[config.mk]
export PLATFORM = sky130hd
export DESIGN_NAME = uart_rx_core_flat
export DESIGN_NICKNAME = d
export VERILOG_FILES = /design/src/rtl/uart_rx_core_if.sv /design/src/rtl/uart_rx_core.sv /design/src/flat_wrapper.sv
export SDC_FILE = /design/constraint.sdc
export NUM_CORES = 1
export LEC_CHECK = 0
export ABC_CLOCK_PERIOD_IN_PS = 3300
export BUFFER_PORTS_ARGS = -buffer_cell sky130_fd_sc_hd__buf_2
export CAP_MARGIN = 20
export CELL_PAD_IN_SITES_DETAIL_PLACEMENT = 1
export CELL_PAD_IN_SITES_GLOBAL_PLACEMENT = 2
export CORE_MARGIN = 5
export CORE_UTILIZATION = 35
export DETAILED_ROUTE_END_ITERATION = 6
export GPL_TIMING_DRIVEN = 0
export PLACE_DENSITY_LB_ADDON = 0.1
export SYNTH_ARGS = -nofsm -noshare
export SYNTH_HDL_FRONTEND = slang
export SYNTH_SLANG_ARGS = --single-unit
[constraint.sdc]
create_clock -name i_clk -period 3.3 [get_ports i_clk]
set_clock_uncertainty 0.15 [all_clocks]
set_input_delay 0.495 -clock i_clk [delete_from_list [all_inputs] [get_ports i_clk]]
set_output_delay 0.495 -clock i_clk [all_outputs]
set_load 0.02 [all_outputs]
[src/rtl/uart_rx_core_if.sv]
// uart_rx_core_if: config, serial input and received-byte outputs of the UART receiver.
interface uart_rx_core_if;
    logic [15:0] bit_time;
    logic        parity_en;
    logic        parity_odd;
    logic        rx;
    logic [7:0]  data;
    logic        valid;
    logic        parity_err;
    logic        frame_err;
    logic        busy;
    modport master (
        output bit_time, parity_en, parity_odd, rx,
        input  data, valid, parity_err, frame_err, busy
    );
    modport slave (
        input  bit_time, parity_en, parity_odd, rx,
        output data, valid, parity_err, frame_err, busy
    );
endinterface

[src/rtl/uart_rx_core.sv]
// uart_rx_core: oversampling UART receiver recovering start/data/parity/stop framing, LSB first,
// with one-cycle valid strobe and per-byte parity/frame error flags.
module uart_rx_core #(
    parameter int SYNC = 2,
    parameter bit MAJ  = 1
) (
    input logic            i_clk,
    input logic            i_rst,
    uart_rx_core_if.slave  bus
);
    typedef enum logic [2:0] {IDLE, START, DATA, PARITY, STOP, BRK} state_t;
    state_t      r_state, w_next;
    logic [SYNC-1:0] r_sync;
    logic        r_prev, r_s0, r_s1, r_pe, r_po, r_perr, r_valid, r_perr_o, r_ferr;
    logic [15:0] r_bt, r_cnt, w_c;
    logic [2:0]  r_bit;
    logic [7:0]  r_shift, r_data;
    logic        w_rxs, w_start, w_end, w_pt, w_sample;
    assign w_rxs   = r_sync[SYNC-1];
    assign w_start = r_prev & ~w_rxs;
    assign w_c     = r_bt >> 1;
    assign w_end   = r_cnt == r_bt - 16'd1;
    generate
        if (MAJ) begin : g_maj
            assign w_pt     = r_cnt == w_c + 16'd1;
            assign w_sample = (r_s0 & r_s1) | (r_s0 & w_rxs) | (r_s1 & w_rxs);
        end else begin : g_one
            assign w_pt     = r_cnt == w_c;
            assign w_sample = w_rxs;
        end
    endgenerate
    always_comb begin
        w_next = r_state;
        case (r_state)
            IDLE:    w_next = w_start ? START : IDLE;
            START:   w_next = (w_pt && w_sample) ? IDLE : (w_end ? DATA : START);
            DATA:    w_next = (w_end && r_bit == 3'd7) ? (r_pe ? PARITY : STOP) : DATA;
            PARITY:  w_next = w_end ? STOP : PARITY;
            STOP:    w_next = w_pt ? (w_sample ? IDLE : BRK) : STOP;
            BRK:     w_next = w_rxs ? IDLE : BRK;
            default: w_next = IDLE;
        endcase
    end
    // The detect cycle counts as cnt=0 of the start bit, so IDLE preloads 1.
    always_ff @(posedge i_clk or posedge i_rst) begin
        if (i_rst) begin
            r_state  <= IDLE;
            r_sync   <= '1;
            r_prev   <= 1'b1;
            r_s0     <= 1'b1;
            r_s1     <= 1'b1;
            r_bt     <= 16'd0;
            r_pe     <= 1'b0;
            r_po     <= 1'b0;
            r_cnt    <= 16'd0;
            r_bit    <= 3'd0;
            r_shift  <= 8'd0;
            r_perr   <= 1'b0;
            r_valid  <= 1'b0;
            r_data   <= 8'd0;
            r_perr_o <= 1'b0;
            r_ferr   <= 1'b0;
        end else begin
            r_state <= w_next;
            r_sync  <= {r_sync[SYNC-2:0], bus.rx};
            r_prev  <= w_rxs;
            r_valid <= 1'b0;
            r_cnt   <= (r_state == IDLE) ? 16'd1 : (w_end ? 16'd0 : r_cnt + 16'd1);
            if (r_cnt == w_c - 16'd1) r_s0 <= w_rxs;
            if (r_cnt == w_c) r_s1 <= w_rxs;
            if (r_state == IDLE && w_start) begin
                r_bt <= bus.bit_time;
                r_pe <= bus.parity_en;
                r_po <= bus.parity_odd;
            end
            if (r_state == START) r_bit <= 3'd0;
            if (r_state == DATA && w_pt) r_shift <= {w_sample, r_shift[7:1]};
            if (r_state == DATA && w_end) r_bit <= r_bit + 3'd1;
            if (r_state == PARITY && w_pt) r_perr <= ^{r_shift, w_sample, r_po};
            if (r_state == STOP && w_pt) begin
                r_valid  <= 1'b1;
                r_data   <= r_shift;
                r_perr_o <= r_perr & r_pe;
                r_ferr   <= ~w_sample;
            end
        end
    end
    assign bus.data       = r_data;
    assign bus.valid      = r_valid;
    assign bus.parity_err = r_perr_o;
    assign bus.frame_err  = r_ferr;
    assign bus.busy       = r_state != IDLE;
endmodule

[src/flat_wrapper.sv]
// flat-port wrapper written by rule: the top's interface ports become plain ports
module uart_rx_core_flat 
#(
    parameter int SYNC = 2,
    parameter bit MAJ  = 1
)
  (i_clk, i_rst, bus_bit_time, bus_parity_en, bus_parity_odd, bus_rx, bus_data, bus_valid, bus_parity_err, bus_frame_err, bus_busy);
  uart_rx_core_if bus_i ();
  input logic i_clk;
  input logic i_rst;
  input wire logic [$bits(bus_i.bit_time)-1:0] bus_bit_time;
  input wire logic [$bits(bus_i.parity_en)-1:0] bus_parity_en;
  input wire logic [$bits(bus_i.parity_odd)-1:0] bus_parity_odd;
  input wire logic [$bits(bus_i.rx)-1:0] bus_rx;
  output wire logic [$bits(bus_i.data)-1:0] bus_data;
  output wire logic [$bits(bus_i.valid)-1:0] bus_valid;
  output wire logic [$bits(bus_i.parity_err)-1:0] bus_parity_err;
  output wire logic [$bits(bus_i.frame_err)-1:0] bus_frame_err;
  output wire logic [$bits(bus_i.busy)-1:0] bus_busy;
  assign bus_i.bit_time = bus_bit_time;
  assign bus_i.parity_en = bus_parity_en;
  assign bus_i.parity_odd = bus_parity_odd;
  assign bus_i.rx = bus_rx;
  assign bus_data = bus_i.data;
  assign bus_valid = bus_i.valid;
  assign bus_parity_err = bus_i.parity_err;
  assign bus_frame_err = bus_i.frame_err;
  assign bus_busy = bus_i.busy;
  uart_rx_core #(.SYNC(SYNC), .MAJ(MAJ)) u_core (.i_clk(i_clk), .i_rst(i_rst), .bus(bus_i));
endmodule
After elaboration in Yosys (flattened, before gate mapping). Index checks and enable logic that the tools add are counted.

Bits in registers: 65. Input port bits: 21. Word-level logic and storage cells: 66. Output and inout port bits: 12.

Equality and inequality tests: 10. Bitwise operators: 9. Add/subtract/negate cells: 5. Muxes and demuxes: 15. Reduce and logical (&&, ||, !) cells: 11.

Operators with widths (count): 16-bit equality test (3); 16-bit two-way mux (2); 3-bit two-way mux (9); 3-bit one-hot mux with 6 select lines (1); 15-bit by 1-bit adder with 16-bit output, second input constant (1); 16-bit by 1-bit adder with 16-bit output, second input constant (1); 16-bit by 15-bit equality test with 1-bit output (1); 15-bit by 1-bit subtractor with 16-bit output, second input constant (1); 16-bit by 1-bit subtractor with 16-bit output, second input constant (1); 10-bit parity (1); 3-bit equality test, second input constant (3); 1-bit logical AND (7); 3-bit by 2-bit equality test with 1-bit output, second input constant (2); 1-bit bitwise AND (5); 3-bit by 1-bit adder with 3-bit output, second input constant (1); 3-bit by 1-bit equality test with 1-bit output, second input constant (1); 3-bit zero test (1); 3-bit nonzero test (1); 1-bit two-way mux (2); 2-bit two-way mux (1); 1-bit NOT (2); 1-bit OR (2); 2-bit nonzero test (1).

Depth between registers and ports, before layout.
Depth after elaboration: 6. Depth in mapped cells: 12. Gate-level depth less buffers: 9.

Least setup slack after synthesis. No wires, ideal clock.

Kind: register to register. From: reg u_core.r_bt[1]. To: reg u_core.r_state[0]. Period minus slack after synthesis: 3.225 ns. Path buffers: 2. Stages on the path, launching flop included: 12. Slack: 0.075 ns. Setup time: 0.124 ns. Arrival: 2.951 ns. Data required time: 3.026 ns. Cells stage by stage: dfrtp_1 -> clkbuf_1 -> inv_1 -> ha_1 -> or4b_2 -> a211oi_1 -> o21ba_2 -> o211ai_1 -> a2111o_1 -> buf_6 -> mux2_4 -> a211o_1.

Cells in the longest elaborated chain, start to end: 5. Elaborated cells between the ends (all ways): 12. Classes of those cells: add/sub: 2; eq/ne: 2; mux: 6; reduce/logical: 2.

Ends and longest elaborated chain: start, declared (line uart_rx_core.sv:15) `logic [15:0] r_bt, r_cnt, w_c;`; start signal, assigned (line uart_rx_core.sv:72) `r_bt <= bus.bit_time;`; 16-bit by 1-bit subtractor with 16-bit output or 15-bit by 1-bit adder with 16-bit output (tied branches) (line uart_rx_core.sv:22, uart_rx_core.sv:25); 16-bit equality test, on equally long branches (line uart_rx_core.sv:22, uart_rx_core.sv:25); 2-bit two-way mux (tied with other cells) (line uart_rx_core.sv:36) `START: w_next = (w_pt && w_sample) ? IDLE : (w_end ? DATA : START);`; 3-bit two-way mux, on equally long branches (line uart_rx_core.sv:36, uart_rx_core.sv:37); 3-bit one-hot mux with 6 select lines * (line uart_rx_core.sv:34) `case (r_state)`; net u_core.w_next[0] (line uart_rx_core.sv:12) `state_t r_state, w_next;`; end signal, assigned (line uart_rx_core.sv:64) `r_state <= w_next;`; end, declared (line uart_rx_core.sv:12).

The timed path passes the listed nets; every way through them passes the cells marked *. A chain may end at the register's enable or synchronous reset.

Final worst setup path.
From: reg u_core.r_bt[2]. To: reg u_core.r_state[0].

Same word-level chain as after synthesis.

==> flow_metrics.tcl <==
set metrics [dict create \
    wire_per_inst_um 19.7 \
    p_seq_share_pct 23.8 \
    reg2reg_slack_ps 80 \
    grt_antenna_before_repair 0 \
    synth_seq_area_share_pct 34.4 \
    viasPerCell 5.44 \
    grt_pass1_wl_um 23800 \
    final_cell_mix "60 x dfrtp_1, 49 x xnor2_1, 44 x nor2_1" \
    mostFrequentLayoutCell "dfrtp_1" \
    cp.required_ps 3370 \
    cts-root-buf "clkbuf_16" \
    arrival_ps 3280 \
    clock_latency_ps 330 \
    power_density_nw_per_um2 811 \
    grt_max_degree 66 \
    clk_path_buf_depth 2 \
    cts.sinks 65 \
    ys_warn_count 0 \
    n_antenna_cell 0 \
    tritoncts "built" \
    drcViolationCount 0 \
    switching_share_pct 44.9 \
    ant_nets 0 \
    drive_gt1_share_pct 27.3 \
    synth_top_area_share_pct 31.7 \
    finalCritPeriodShare_pct 97.5 \
    relSlewSlack_pct 42.6 \
    synth_ff_type "dfrtp_1" \
    via_count 4045 \
    synth_fp_nets 544 \
    synthTopCellsByArea "dfrtp_1 32%, xnor2_1 9.1%, mux2_2 9.0%" \
    die_w_um 126 \
    switchingPower_uw 2050 \
    dp_cells 725 \
    yosys.area.top_type "dfrtp_1" \
    rsz0062_at_grt "no" \
    rows 42 \
    first_iter_violations 191 \
    status "completed" \
    layout.nets 589 \
    path_clk_slew_ps 60 \
    numCtsBuffers 9 \
    hold_violations 0 \
    grtUsageTotal_pct 18.6 \
    fmax_mhz 311 \
    ys_ff_latch 65 \
    grt_pass1_vias 4375 \
    p_clk_share_pct 21.9 \
    hold_buffers 0 \
    end_kind "flop" \
    final_cell_area_um2 5630 \
    setup_violations 0 \
    syn_avg_cell_area_um2 9.17 \
    critPathKind "reg -> reg" \
    syn_inst 517 \
    fillers 1559 \
    pwr-share-comb_pct 54.3 \
    start_kind "flop" \
    syn_area_um2 4740 \
    vdd_drop_max_mv 0.290 \
    async_flop_share_pct 100 \
    worst_hold_path_type "in -> reg" \
    drv_slew 0 \
    dr.pass1.iters 4 \
    p_leak_uw 0.00232 \
    area_growth_pct 18.8 \
    maxCapViolCount 0 \
    grt-ovfl-total 0 \
    drt_wl_total_um 14600 \
    dp_hpwl_um 11100 \
    port_buffers 32 \
    period_needed_ps 3220 \
    layout.cells.non_filler 743 \
    synthDistinctLibCells 68 \
    synth_edf_count 0 \
    dieArea_um2 16000 \
    worstMarginPinSlew_ps 861 \
    placed_cell_area_um2 5120 \
    io_pins 33 \
    worstPathMaxFanout 10 \
    place.gp.congestion 0.858 \
    initial_utilization_pct 35.8 \
    p_int_uw 2520 \
    die_h_um 126 \
    core-area_um2 13200 \
    htree_levels 3 \
]
-- metrics by stage --
stage | total power (µW) | utilization (%) | hold WS [ps] | setup TNS, ps | worst slack [ps]
after floorplan | 2750 | - | 195 | 0 | 75.5
after global placement | 3310 | 38.7 | 197 | -8960 | -456
after detailed placement | 3380 | 38.7 | 198 | -10180 | -549
after CTS | 4520 | 42.0 | 93.6 | 0 | 2.13
after global routing | 4870 | 42.5 | 90.6 | 0 | 4.03
final | 4570 | 42.5 | 107 | 0 | 83.0
-- power groups by stage --
stage	clock network [µW]	logic (µW)	registers, µW
floorplan	0	1710	1040
global placement	0	2230	1080
detailed placement	0	2300	1090
CTS	1020	2420	1080
global route	1070	2690	1110
finish	999	2480	1090
-- critical path: stages (launching register included) --
cell and delay [ps]:
dfrtp_1 420, buf_4 200, inv_2 90, ha_4 180, or4b_4 530, a211oi_2 170
o21ba_2 180, o211ai_1 90, a2111o_1 380, buf_6 160, mux2_4 290, a211o_1 260
-- path summary, 6_finish.rpt --
kind	from	to	depth (start not counted)
worst max-delay path	u_core.r_bt[2]	u_core.r_state[0]	11
worst min-delay path	bus_rx	u_core.r_sync[0]	1
worst max register to register	u_core.r_bt[2]	u_core.r_state[0]	11
worst min register to register	u_core.r_sync[0]	u_core.r_sync[1]	0
max in group asynchronous	i_rst	u_core.r_bt[0]	2
min in group asynchronous	i_rst	u_core.r_shift[3]	2
-- metal layers --
metal  global-route usage [%]  vias to the layer above  routed length (µm)
li1                         -                     1945                   -
met1                     24.2                     2031                6720
met2                     32.2                       58                7260
met3                     3.28                       11                 465
met4                     4.79                        0                 205
met5                        0                        -                   0
-- Yosys cell counts, types with 3 or more instances --
cell / count
o21ai_0: 10
buf_1: 6
and3_1: 11
or4_1: 5
nor3_1: 13
mux2i_1: 6
nand3b_1: 7
nand2b_1: 4
nand2_1: 31
nand4b_1: 4
mux2_2: 38
o211ai_1: 11
and2_1: 5
ha_1: 6
o2111ai_1: 3
nor4_1: 14
xnor2_1: 49
or3_1: 3
a211oi_1: 8
a211o_1: 3
nor3b_1: 5
nand4_1: 7
nor2b_1: 3
dfrtp_1: 60
xor2_1: 27
dfstp_2: 5
nor2_1: 44
inv_1: 12
a21oi_1: 9
clkbuf_1: 24
buf_2: 11
nand3_1: 25
-- final cells by class --
type / count / area, µm² / area share [%]
multi-input combinational: 396 / 3020 / 53.6
sequential: 65 / 1630 / 29.0
clock buffer: 10 / 239 / 4.24
tap: 176 / 220 / 3.91
buffer: 43 / 218 / 3.87
timing repair buffer: 35 / 183 / 3.24
clock inverter: 6 / 73.8 / 1.31
inverter: 12 / 47.5 / 0.844
-- kinds of logic (layout without fill, tap and decap cells) --
family                   after synthesis  after routing  share of synthesized area (%)
adder cells (fa/ha/maj)                6              6                           1.58
AO/OA/AOI/OAI                         76             76                           12.0
multiplexers                          45             45                           10.6
buffers and inverters                 56            106                           5.12
AND/OR/NAND/NOR                      193            193                           22.2
flip-flops                            65             65                           34.4
XOR/XNOR                              76             76                           14.0
-- flip-flops by register name, indices dropped and copies added, names as in the netlist, 2 cells and up --
signal,flops
u_core.r_state,3
u_core.r_shift,8
u_core.bus.data,8
u_core.r_bt,16
u_core.r_sync,2
u_core.r_bit,3
u_core.r_cnt,16
-- timing repair --
item                                    in CTS  in global routing
buffers inserted                             3                  0
cloned                                       0                  0
pin swaps                                    1                  2
gates resized for setup                     27                 22
endpoints found under the setup margin      40                 31
No activity file was read; power rests on OpenSTA's default activity.
